### config.mk
export PLATFORM = sky130hd
export DESIGN_NAME = qpu_exu_decode
export DESIGN_NICKNAME = d
export VERILOG_FILES = /design/src/rtl/qpu_exu_decode.sv
export SDC_FILE = /design/constraint.sdc
export NUM_CORES = 1
export LEC_CHECK = 0
export CAP_MARGIN = 20
export CORE_ASPECT_RATIO = 0.7
export CORE_MARGIN = 3
export CORE_UTILIZATION = 39
export CTS_BUF_LIST = sky130_fd_sc_hd__clkbuf_16
export DETAILED_ROUTE_END_ITERATION = 7
export PLACE_DENSITY_LB_ADDON = 0.12
export RECOVER_POWER = 25
export SYNTH_ARGS = -nofsm -noshare
export SYNTH_HDL_FRONTEND = slang
export SYNTH_SLANG_ARGS = --single-unit
### constraint.sdc
create_clock -name clk -period 1 [get_ports clk]
set_input_delay 0.2 -clock clk [delete_from_list [all_inputs] [get_ports clk]]
set_output_delay 0.2 -clock clk [all_outputs]
set_load 0.02 [all_outputs]
### src/rtl/qpu_exu_decode.sv
// QPU execution-unit instruction decoder: combinational field split and classification, one register stage to dispatch.
// Optional macro QPU_DEC_PRDT_EN forwards i_prdt_taken into the branch dec_info bit 6.
module qpu_exu_decode (
    input  logic        clk,
    input  logic        rst_n,
    input  logic [31:0] i_instr,
    input  logic [31:0] i_pc,
    input  logic        i_prdt_taken,
    output logic        dec_rs1x0,
    output logic        dec_rs2x0,
    output logic        dec_rs1en,
    output logic        dec_rs2en,
    output logic        dec_rdwen,
    output logic [4:0]  dec_rs1idx,
    output logic [4:0]  dec_rs2idx,
    output logic [4:0]  dec_rdidx,
    output logic [15:0] dec_info,
    output logic [31:0] dec_imm,
    output logic [31:0] dec_pc,
    output logic        dec_new_timepoint,
    output logic        dec_need_qubitflag,
    output logic        dec_measure,
    output logic        dec_fmr,
    output logic        dec_bxx,
    output logic [31:0] dec_bjp_imm
);

    localparam logic [1:0] GRP_ALU = 2'b00;
    localparam logic [1:0] GRP_BJP = 2'b01;
    localparam logic [1:0] GRP_LSU = 2'b10;
    localparam logic [1:0] GRP_QIU = 2'b11;

    logic        q_flag;
    logic [1:0]  maj;
    logic [1:0]  mnr;
    logic [2:0]  func;
    logic [4:0]  rs1_fld;
    logic [4:0]  rs2_fld;
    logic [4:0]  rd_fld;
    logic [2:0]  pre_intv;
    logic [8:0]  gate1;
    logic [8:0]  gate2;
    logic [31:0] imm_i;
    logic [31:0] imm_sb;
    logic [31:0] imm_q;

    assign q_flag   = i_instr[0];
    assign maj      = i_instr[2:1];
    assign mnr      = i_instr[4:3];
    assign func     = i_instr[31:29];
    assign rd_fld   = i_instr[9:5];
    assign rs1_fld  = i_instr[14:10];
    assign rs2_fld  = i_instr[28:24];
    assign pre_intv = i_instr[31:29];
    assign gate1    = i_instr[9:1];
    assign gate2    = i_instr[23:15];

    assign imm_i  = {{18{i_instr[28]}}, i_instr[28:24], i_instr[23:15]};
    assign imm_sb = {{18{i_instr[9]}},  i_instr[9:5],   i_instr[23:15]};
    assign imm_q  = {18'b0,             i_instr[14:10], i_instr[23:15]};

    logic        rs1en_nx;
    logic        rs2en_nx;
    logic        rdwen_nx;
    logic [15:0] info_nx;
    logic [31:0] imm_nx;
    logic [31:0] bjp_imm_nx;
    logic        ntp_nx;
    logic        nqf_nx;
    logic        meas_nx;
    logic        fmr_nx;
    logic        bxx_nx;
    logic        illegal;

`ifndef QPU_DEC_PRDT_EN
    logic unused_prdt;
    assign unused_prdt = i_prdt_taken;
`endif

    always_comb begin
        rs1en_nx   = 1'b0;
        rs2en_nx   = 1'b0;
        rdwen_nx   = 1'b0;
        info_nx    = 16'h0000;
        imm_nx     = 32'h0000_0000;
        bjp_imm_nx = 32'h0000_0000;
        ntp_nx     = 1'b0;
        nqf_nx     = 1'b0;
        meas_nx    = 1'b0;
        fmr_nx     = 1'b0;
        bxx_nx     = 1'b0;
        illegal    = 1'b0;

        if (q_flag) begin
            rs1en_nx     = 1'b1;
            rs2en_nx     = (gate2 != 9'd0);
            nqf_nx       = 1'b1;
            ntp_nx       = (pre_intv != 3'd0);
            meas_nx      = (gate1 == 9'h1FF);
            imm_nx       = {14'b0, gate2, gate1};
            info_nx[1:0] = GRP_QIU;
            info_nx[5]   = 1'b1;
            info_nx[6]   = meas_nx;
        end else begin
            case ({maj, mnr})
                4'b0000: begin // LOAD, func carries access size
                    rs1en_nx     = 1'b1;
                    rdwen_nx     = 1'b1;
                    imm_nx       = imm_i;
                    info_nx[1:0] = GRP_LSU;
                    info_nx[2]   = 1'b1;
                    info_nx[5:4] = func[1:0];
                end
                4'b0001: begin // STORE
                    rs1en_nx     = 1'b1;
                    rs2en_nx     = 1'b1;
                    imm_nx       = imm_sb;
                    info_nx[1:0] = GRP_LSU;
                    info_nx[3]   = 1'b1;
                    info_nx[5:4] = func[1:0];
                end
                4'b0011: begin
                    illegal      = func[2];
                    rs1en_nx     = 1'b1;
                    rs2en_nx     = 1'b1;
                    bxx_nx       = 1'b1;
                    bjp_imm_nx   = imm_sb;
                    info_nx[1:0] = GRP_BJP;
                    info_nx[5:2] = 4'b0001 << func[1:0];
`ifdef QPU_DEC_PRDT_EN
                    info_nx[6]   = i_prdt_taken;
`endif
                end
                4'b0100: begin // ALU with immediate operand
                    illegal      = func[2];
                    rs1en_nx     = 1'b1;
                    rdwen_nx     = 1'b1;
                    imm_nx       = imm_i;
                    info_nx[1:0] = GRP_ALU;
                    info_nx[5:2] = 4'b0001 << func[1:0];
                    info_nx[6]   = 1'b1;
                end
                4'b0101: begin
                    illegal      = func[2];
                    rs1en_nx     = 1'b1;
                    rs2en_nx     = 1'b1;
                    rdwen_nx     = 1'b1;
                    info_nx[1:0] = GRP_ALU;
                    info_nx[5:2] = 4'b0001 << func[1:0];
                end
                4'b0110: begin // QWAIT
                    imm_nx       = imm_q;
                    ntp_nx       = 1'b1;
                    info_nx[1:0] = GRP_QIU;
                    info_nx[2]   = 1'b1;
                end
                4'b0111: begin
                    rs1en_nx     = 1'b1;
                    rdwen_nx     = 1'b1;
                    fmr_nx       = 1'b1;
                    info_nx[1:0] = GRP_QIU;
                    info_nx[3]   = 1'b1;
                end
                4'b1100: begin // SMIS
                    rdwen_nx     = 1'b1;
                    imm_nx       = imm_q;
                    info_nx[1:0] = GRP_QIU;
                    info_nx[4]   = 1'b1;
                end
                4'b1000: begin // WFI only with every upper bit clear
                    if (i_instr[31:5] == 27'd0) begin
                        info_nx[1:0] = GRP_ALU;
                        info_nx[7]   = 1'b1;
                    end else begin
                        illegal = 1'b1;
                    end
                end
                default: illegal = 1'b1;
            endcase
        end

        if (illegal) begin
            rs1en_nx   = 1'b0;
            rs2en_nx   = 1'b0;
            rdwen_nx   = 1'b0;
            imm_nx     = 32'h0000_0000;
            bjp_imm_nx = 32'h0000_0000;
            ntp_nx     = 1'b0;
            nqf_nx     = 1'b0;
            meas_nx    = 1'b0;
            fmr_nx     = 1'b0;
            bxx_nx     = 1'b0;
            info_nx    = 16'h8000;
        end
    end

    always_ff @(posedge clk or negedge rst_n) begin
        if (!rst_n) begin
            dec_rs1x0          <= 1'b0;
            dec_rs2x0          <= 1'b0;
            dec_rs1en          <= 1'b0;
            dec_rs2en          <= 1'b0;
            dec_rdwen          <= 1'b0;
            dec_rs1idx         <= 5'd0;
            dec_rs2idx         <= 5'd0;
            dec_rdidx          <= 5'd0;
            dec_info           <= 16'h0000;
            dec_imm            <= 32'h0000_0000;
            dec_pc             <= 32'h0000_0000;
            dec_new_timepoint  <= 1'b0;
            dec_need_qubitflag <= 1'b0;
            dec_measure        <= 1'b0;
            dec_fmr            <= 1'b0;
            dec_bxx            <= 1'b0;
            dec_bjp_imm        <= 32'h0000_0000;
        end else begin
            dec_rs1x0          <= (rs1_fld == 5'd0);
            dec_rs2x0          <= (rs2_fld == 5'd0);
            dec_rs1en          <= rs1en_nx;
            dec_rs2en          <= rs2en_nx;
            dec_rdwen          <= rdwen_nx;
            dec_rs1idx         <= rs1_fld;
            dec_rs2idx         <= rs2_fld;
            dec_rdidx          <= rd_fld;
            dec_info           <= info_nx;
            dec_imm            <= imm_nx;
            dec_pc             <= i_pc;
            dec_new_timepoint  <= ntp_nx;
            dec_need_qubitflag <= nqf_nx;
            dec_measure        <= meas_nx;
            dec_fmr            <= fmr_nx;
            dec_bxx            <= bxx_nx;
            dec_bjp_imm        <= bjp_imm_nx;
        end
    end

endmodule

-- Word-level counts from Yosys, hierarchy flattened
Index checks and enable logic that the tools add are counted.
- register bits after elaboration: 137
- latch bits: 0
- memory bits (writable): 0
- bits in read-only memories: 0
- input port bits: 67
- output and inout port bits: 137
- word-level logic and storage cells: 88
- memories kept: 0
- add/sub/neg operators: 0
- $mul: 0
- div/mod/pow operators: 0
- $lt $le $gt $ge: 0
- equality and inequality tests: 9
- shift-type cells: 1
- multiplexer cells: 44
- bitwise operators: 0
- reductions and logical operators: 17
- operator list (kind ; count):
    2-to-1 mux 32 bit ; 5
    case mux 32 bit (3 select lines) ; 1
    2-to-1 mux 1 bit ; 28
    zero test 27 bit ; 1
    == test 4 x 3 -> 1 bit (second input constant) ; 4
    2-to-1 mux 16 bit ; 1
    zero test 5 bit ; 2
    OR reduction 2 bit ; 5
    OR reduction 5 bit ; 2
    == test 9 bit (second input constant) ; 1
    nonzero test 9 bit ; 1
    OR reduction 3 bit ; 3
    == test 4 bit (second input constant) ; 2
    case mux 1 bit (2 select lines) ; 3
    case mux 1 bit (3 select lines) ; 2
    case mux 2 bit (3 select lines) ; 1
    OR reduction 6 bit ; 1
    == test 4 x 1 -> 1 bit (second input constant) ; 1
    == test 4 x 2 -> 1 bit (second input constant) ; 1
    zero test 4 bit ; 1
    2-to-1 mux 2 bit ; 2
    left shift 1 x 2 -> 4 bit (first input constant) ; 1
    2-to-1 mux 3 bit ; 1
    nonzero test 3 bit ; 1

-- Depth between registers and ports, before layout
- depth in word-level cells: 5
- gate-level depth with buffers: 6
- mapped depth without buffers: 4

-- Worst setup path after synthesis
No wires, ideal clock.
- path type: input-to-reg
- start: input i_instr[2]
- end: register dec_bjp_imm[10]
- setup time: 0.119 ns
- arrival: 1.314 ns
- required time: 0.881 ns
- path slack: -0.433 ns
- cell stages on the path: 6
- cells stage by stage: buf_2 nor4bb_4 a2111oi_4 and3b_2 buf_6 and2_1
- cells in the longest elaborated chain, start to end: 5
- elaborated cells on any way between the ends: 16
- classes of those cells: eq/ne (8); mux (5); reduce/logical (3)
- ends and longest elaborated chain (what ; RTL line ; RTL):
    from (decl) ; 6 ; input logic [31:0] i_instr,
    == test 4 x 1 -> 1 bit (tied with other cells) ; 105 ; case ({maj, mnr})
    OR reduction 5 bit (no source line) or OR reduction 3 bit (tied branches) ; -- ;
    case mux 1 bit (3 select lines) ; 105 ;
    2-to-1 mux 1 bit ; 94 ; if (q_flag) begin
    2-to-1 mux 32 bit * ; 182 ; if (illegal) begin
    named net bjp_imm_nx[10] ; 67 ; logic [31:0] bjp_imm_nx;
    to (signal assigned) ; 233 ; dec_bjp_imm <= bjp_imm_nx;
    to (decl) ; 25 ; output logic [31:0] dec_bjp_imm
Mark *: on every way through the listed nets, which the timed path passes. The rest lies on a longest branch.

-- Final worst setup path
- start: input i_instr[26]
- end: register dec_info[15]
- cells in the longest elaborated chain, start to end: 5
- ends and longest elaborated chain (what ; RTL line ; RTL):
    zero test 27 bit ; 171 ; if (i_instr[31:5] == 27'd0) begin
    2-to-1 mux 1 bit ; 171 ;
    case mux 1 bit (3 select lines) ; 105 ;
    2-to-1 mux 1 bit ; 94 ;
    named net illegal ; 73 ; logic illegal;
    2-to-1 mux 16 bit ; 182 ;
    to (signal assigned) ; 225 ; dec_info <= info_nx;
    to (decl) ; 17 ; output logic [15:0] dec_info,
The timed path passes the listed nets, and every way through them passes these cells.

==> impl_metrics.xml <==
<?xml version="1.0" encoding="UTF-8"?>
<metrics>
  <group name="floorplan">
    <metric name="chipWidth" unit="um">124</metric>
    <metric name="rows" unit="">29</metric>
    <metric name="dieHeight" unit="um">88.3</metric>
    <metric name="start_util" unit="%">40.8</metric>
    <metric name="io_pins" unit="">204</metric>
    <metric name="die_area" unit="um^2">10900</metric>
    <metric name="floorplan.core_area" unit="um^2">9250</metric>
  </group>
  <group name="setup_path">
    <metric name="crit_path_start_kind" unit="">primary input</metric>
    <metric name="timing.critical_path.arrival" unit="ns">1.48</metric>
    <metric name="critical_path_class" unit="">in -&gt; reg</metric>
    <metric name="timing.critical_path.fanout_max" unit="">4</metric>
    <metric name="endpoint_kind" unit="">register</metric>
    <metric name="required_time_reported_for_the_critical_path_endpoint" unit="ns">1.22</metric>
  </group>
  <group name="logic_synthesis">
    <metric name="synth_commonest_cells" unit="">99 x sky130_fd_sc_hd__dfrtp_1, 38 x sky130_fd_sc_hd__buf_4, 14 x sky130_fd_sc_hd__and2_1, 14 x sky130_fd_sc_hd__nand2_1, 9 x sky130_fd_sc_hd__a22o_1</metric>
    <metric name="synthFlopType" unit="">sky130_fd_sc_hd__dfrtp_1</metric>
    <metric name="synth.top_cells.by_area" unit="">sky130_fd_sc_hd__dfrtp_1 66%, sky130_fd_sc_hd__buf_4 7.6%, sky130_fd_sc_hd__and2_1 2.3%, sky130_fd_sc_hd__a22o_1 2.1%, sky130_fd_sc_hd__nand2_1 1.4%</metric>
    <metric name="ys_warnings" unit="">0</metric>
    <metric name="asyncSetResetFlopFracSynth" unit="%">100</metric>
    <metric name="synth-seq-area-share" unit="%">65.6</metric>
    <metric name="yosysTopAreaCell" unit="">sky130_fd_sc_hd__dfrtp_1</metric>
    <metric name="synth_most_common_cell" unit="">sky130_fd_sc_hd__dfrtp_1</metric>
    <metric name="synth.top_cell.area_share" unit="%">65.6</metric>
    <metric name="synth.distinct_cells" unit="">53</metric>
    <metric name="synth.avg_cell_area" unit="um^2">13.3</metric>
    <metric name="edff_count_synth" unit="">0</metric>
    <metric name="synthesized_cell_area" unit="um^2">3770</metric>
    <metric name="yosys_register_bits" unit="">99</metric>
    <metric name="post_synthesis_instance_total" unit="">284</metric>
  </group>
  <group name="global_routing">
    <metric name="largest_net_degree_at_the_start_of_global_routing" unit="">30</metric>
    <metric name="vias_in_the_first_global_route" unit="">3288</metric>
    <metric name="grt_remaining_overflow" unit="">0</metric>
    <metric name="antenna_found_initial" unit="">1</metric>
    <metric name="grtUsageTotal" unit="%">23.2</metric>
    <metric name="grt_first_pass_wirelength" unit="um">18600</metric>
  </group>
  <group name="sta">
    <metric name="setup_repair_after_global_routing_missed_its_margin" unit="">yes</metric>
    <metric name="timing.final.setup_violations" unit="">169</metric>
    <metric name="final_max_slew_viol_count" unit="">0</metric>
    <metric name="clock.fmax" unit="MHz">794</metric>
    <metric name="post-route-min-period" unit="ns">1.26</metric>
    <metric name="layout_setup_ws" unit="ns">-0.260</metric>
    <metric name="post-route-period-util" unit="%">126</metric>
    <metric name="hold_ws" unit="ns">0.0893</metric>
    <metric name="hold_violations" unit="">0</metric>
  </group>
  <group name="cts">
    <metric name="clkSlewWorstSetupHoldPaths" unit="ns">0.07</metric>
    <metric name="clock_tree.root_cell" unit="">sky130_fd_sc_hd__clkbuf_16</metric>
    <metric name="cts-root-to-sink-buffers" unit="">2</metric>
    <metric name="number_of_clock_buffers_inserted_by_tritoncts" unit="">9</metric>
    <metric name="ctsHtreeMaxLevel" unit="">3</metric>
    <metric name="numClockSinks" unit="">99</metric>
    <metric name="cts_tree" unit="">built</metric>
  </group>
  <group name="routing">
    <metric name="detailedRoute.firstIterationViolations" unit="">174</metric>
    <metric name="routedWlPerCell" unit="um">18.7</metric>
    <metric name="drt_first_pass_iters" unit="">4</metric>
    <metric name="route.detailed.vias_per_inst" unit="">4.83</metric>
    <metric name="total_detailed_routing_wirelength" unit="um">12600</metric>
    <metric name="route.vias.total" unit="">3257</metric>
    <metric name="route.detailed.drc" unit="">0</metric>
    <metric name="antenna_left" unit="">0</metric>
  </group>
  <group name="power">
    <metric name="ir_drop_worst_case_vdd" unit="V">0.00107</metric>
    <metric name="cellPowerDensity" unit="nW/um^2">1380</metric>
    <metric name="leakagePower" unit="uW">0.00338</metric>
    <metric name="total_power" unit="uW">9790</metric>
  </group>
  <group name="run">
    <metric name="number_of_max_cap_violations" unit="">0</metric>
  </group>
  <group name="final_layout">
    <metric name="syn_to_final_growth" unit="%">87.7</metric>
    <metric name="finish.utilization" unit="%">76.6</metric>
    <metric name="proportion_of_layout_cells_with_a_drive_suffix_above_1" unit="%">56.4</metric>
    <metric name="layoutNonFillerInstCount" unit="">675</metric>
    <metric name="final_net_count" unit="">612</metric>
  </group>
  <group name="placement">
    <metric name="sum_of_net_half_perimeters_after_detailed_placement" unit="um">8800</metric>
    <metric name="post-place-cells" unit="">630</metric>
    <metric name="port_buffers" unit="">195</metric>
    <metric name="placer_s_final_routability_congestion_estimate" unit="">0.834</metric>
  </group>
  <group name="run_status">
    <metric name="outcome" unit="">finished with violations</metric>
    <metric name="violations_in_the_final_reports" unit="">negative setup slack</metric>
  </group>
  <group name="hold_path">
    <metric name="hold_class" unit="">in -&gt; reg</metric>
  </group>
</metrics>
## routing by layer
layer,GRT usage (%),vias to the layer above,share of wire [%]
met3,7.48,16,11
met2,37.0,179,49
met1,30.9,1596,39
met5,0,-,0
met4,6.73,0,1.5
li1,-,1466,-
## placed cells by master (no fill, tap or decap), types with 9 or more instances in the layout
cell	n
sky130_fd_sc_hd__a22o_1	9
sky130_fd_sc_hd__and2_1	11
sky130_fd_sc_hd__buf_6	137
sky130_fd_sc_hd__nand2_1	10
sky130_fd_sc_hd__buf_2	17
sky130_fd_sc_hd__dfrtp_1	97
sky130_fd_sc_hd__buf_4	64
sky130_fd_sc_hd__clkbuf_16	9
sky130_fd_sc_hd__clkbuf_1	10
sky130_fd_sc_hd__clkdlybuf4s50_1	9
sky130_fd_sc_hd__dlygate4sd3_1	29
## stage by stage
stage / TNS [ns] / setup slack [ns] / area (um^2)
finish: -18.13 / -0.260 / 7090
global route: -22.66 / -0.296 / 7090
CTS: -18.04 / -0.264 / 6980
detailed placement: -66.08 / -1.00 / 6210
global placement: -64.28 / -0.958 / 6210
floorplan: -7.92 / -0.366 / 3890
## path summary, 6_finish.rpt
check                       startpoint  cells past startpoint                        to
max                        i_instr[26]                      5    dec_info[15]$_DFF_PN0_
min                        i_instr[26]                      2   dec_rs2idx[2]$_DFF_PN0_
max in group asynchronous        rst_n                      3  dec_bjp_imm[2]$_DFF_PN0_
min in group asynchronous        rst_n                      2     dec_imm[13]$_DFF_PN0_
## logic make-up (layout without fill, tap and decap cells)
logic type      count (synthesis)  count (layout)  synth area share, %
compound gates                 52              53                 11.4
mux                             2               2                0.597
simple gates                   74              75                 12.1
other cells                     1               8               0.0993
xor+xnor                        2               2                0.464
buf+inv                        54             312                 9.71
flops                          99              99                 65.6
## critical path, stage by stage
cell and delay, ns:
sky130_fd_sc_hd__buf_6 0.09, sky130_fd_sc_hd__or4_4 0.54, sky130_fd_sc_hd__nor2_4 0.15, sky130_fd_sc_hd__a41oi_4 0.20, sky130_fd_sc_hd__or2_1 0.29
## sequential cells by signal, indices dropped and copies added (netlist names)
signal and count:
dec_need_qubitflag 1, dec_rs2x0 1, dec_rs1idx 5, dec_rdwen 1, dec_imm 19, dec_pc 32, dec_bjp_imm 14, dec_fmr 1
dec_rs1en 1, dec_rs2idx 5, dec_rdidx 5, dec_measure 1, dec_info 9, dec_rs2en 1, dec_bxx 1, dec_rs1x0 1
dec_new_timepoint 1
## report_power, final
group | internal (uW) | total (uW) | switching (uW)
Sequential | 4190 | 4280 | 94.4
Clock | 1980 | 3570 | 1580
Combinational | 1000 | 1940 | 939
Total | 7170 | 9790 | 2620
## layout make-up
class	instances	area, um^2
antenna	1	2.50
clock buffer	9	225
clock inverter	7	85.1
fill	610	2170
inverter	5	18.8
multi-input combinational	139	1260
sequential	99	2480
tap	124	155
timing repair buffer	291	2850
## repair_timing
action | CTS | global route
resized for setup | 903 | 32
buffers inserted | 19 | 6
cloned | 3 | 0
hold buffers | 1 | 1
endpoints found under the hold margin | 17 | 1
endpoints found under the setup margin | 181 | 175
pin swaps | 34 | 35
Power figures use the tool's default switching activity.
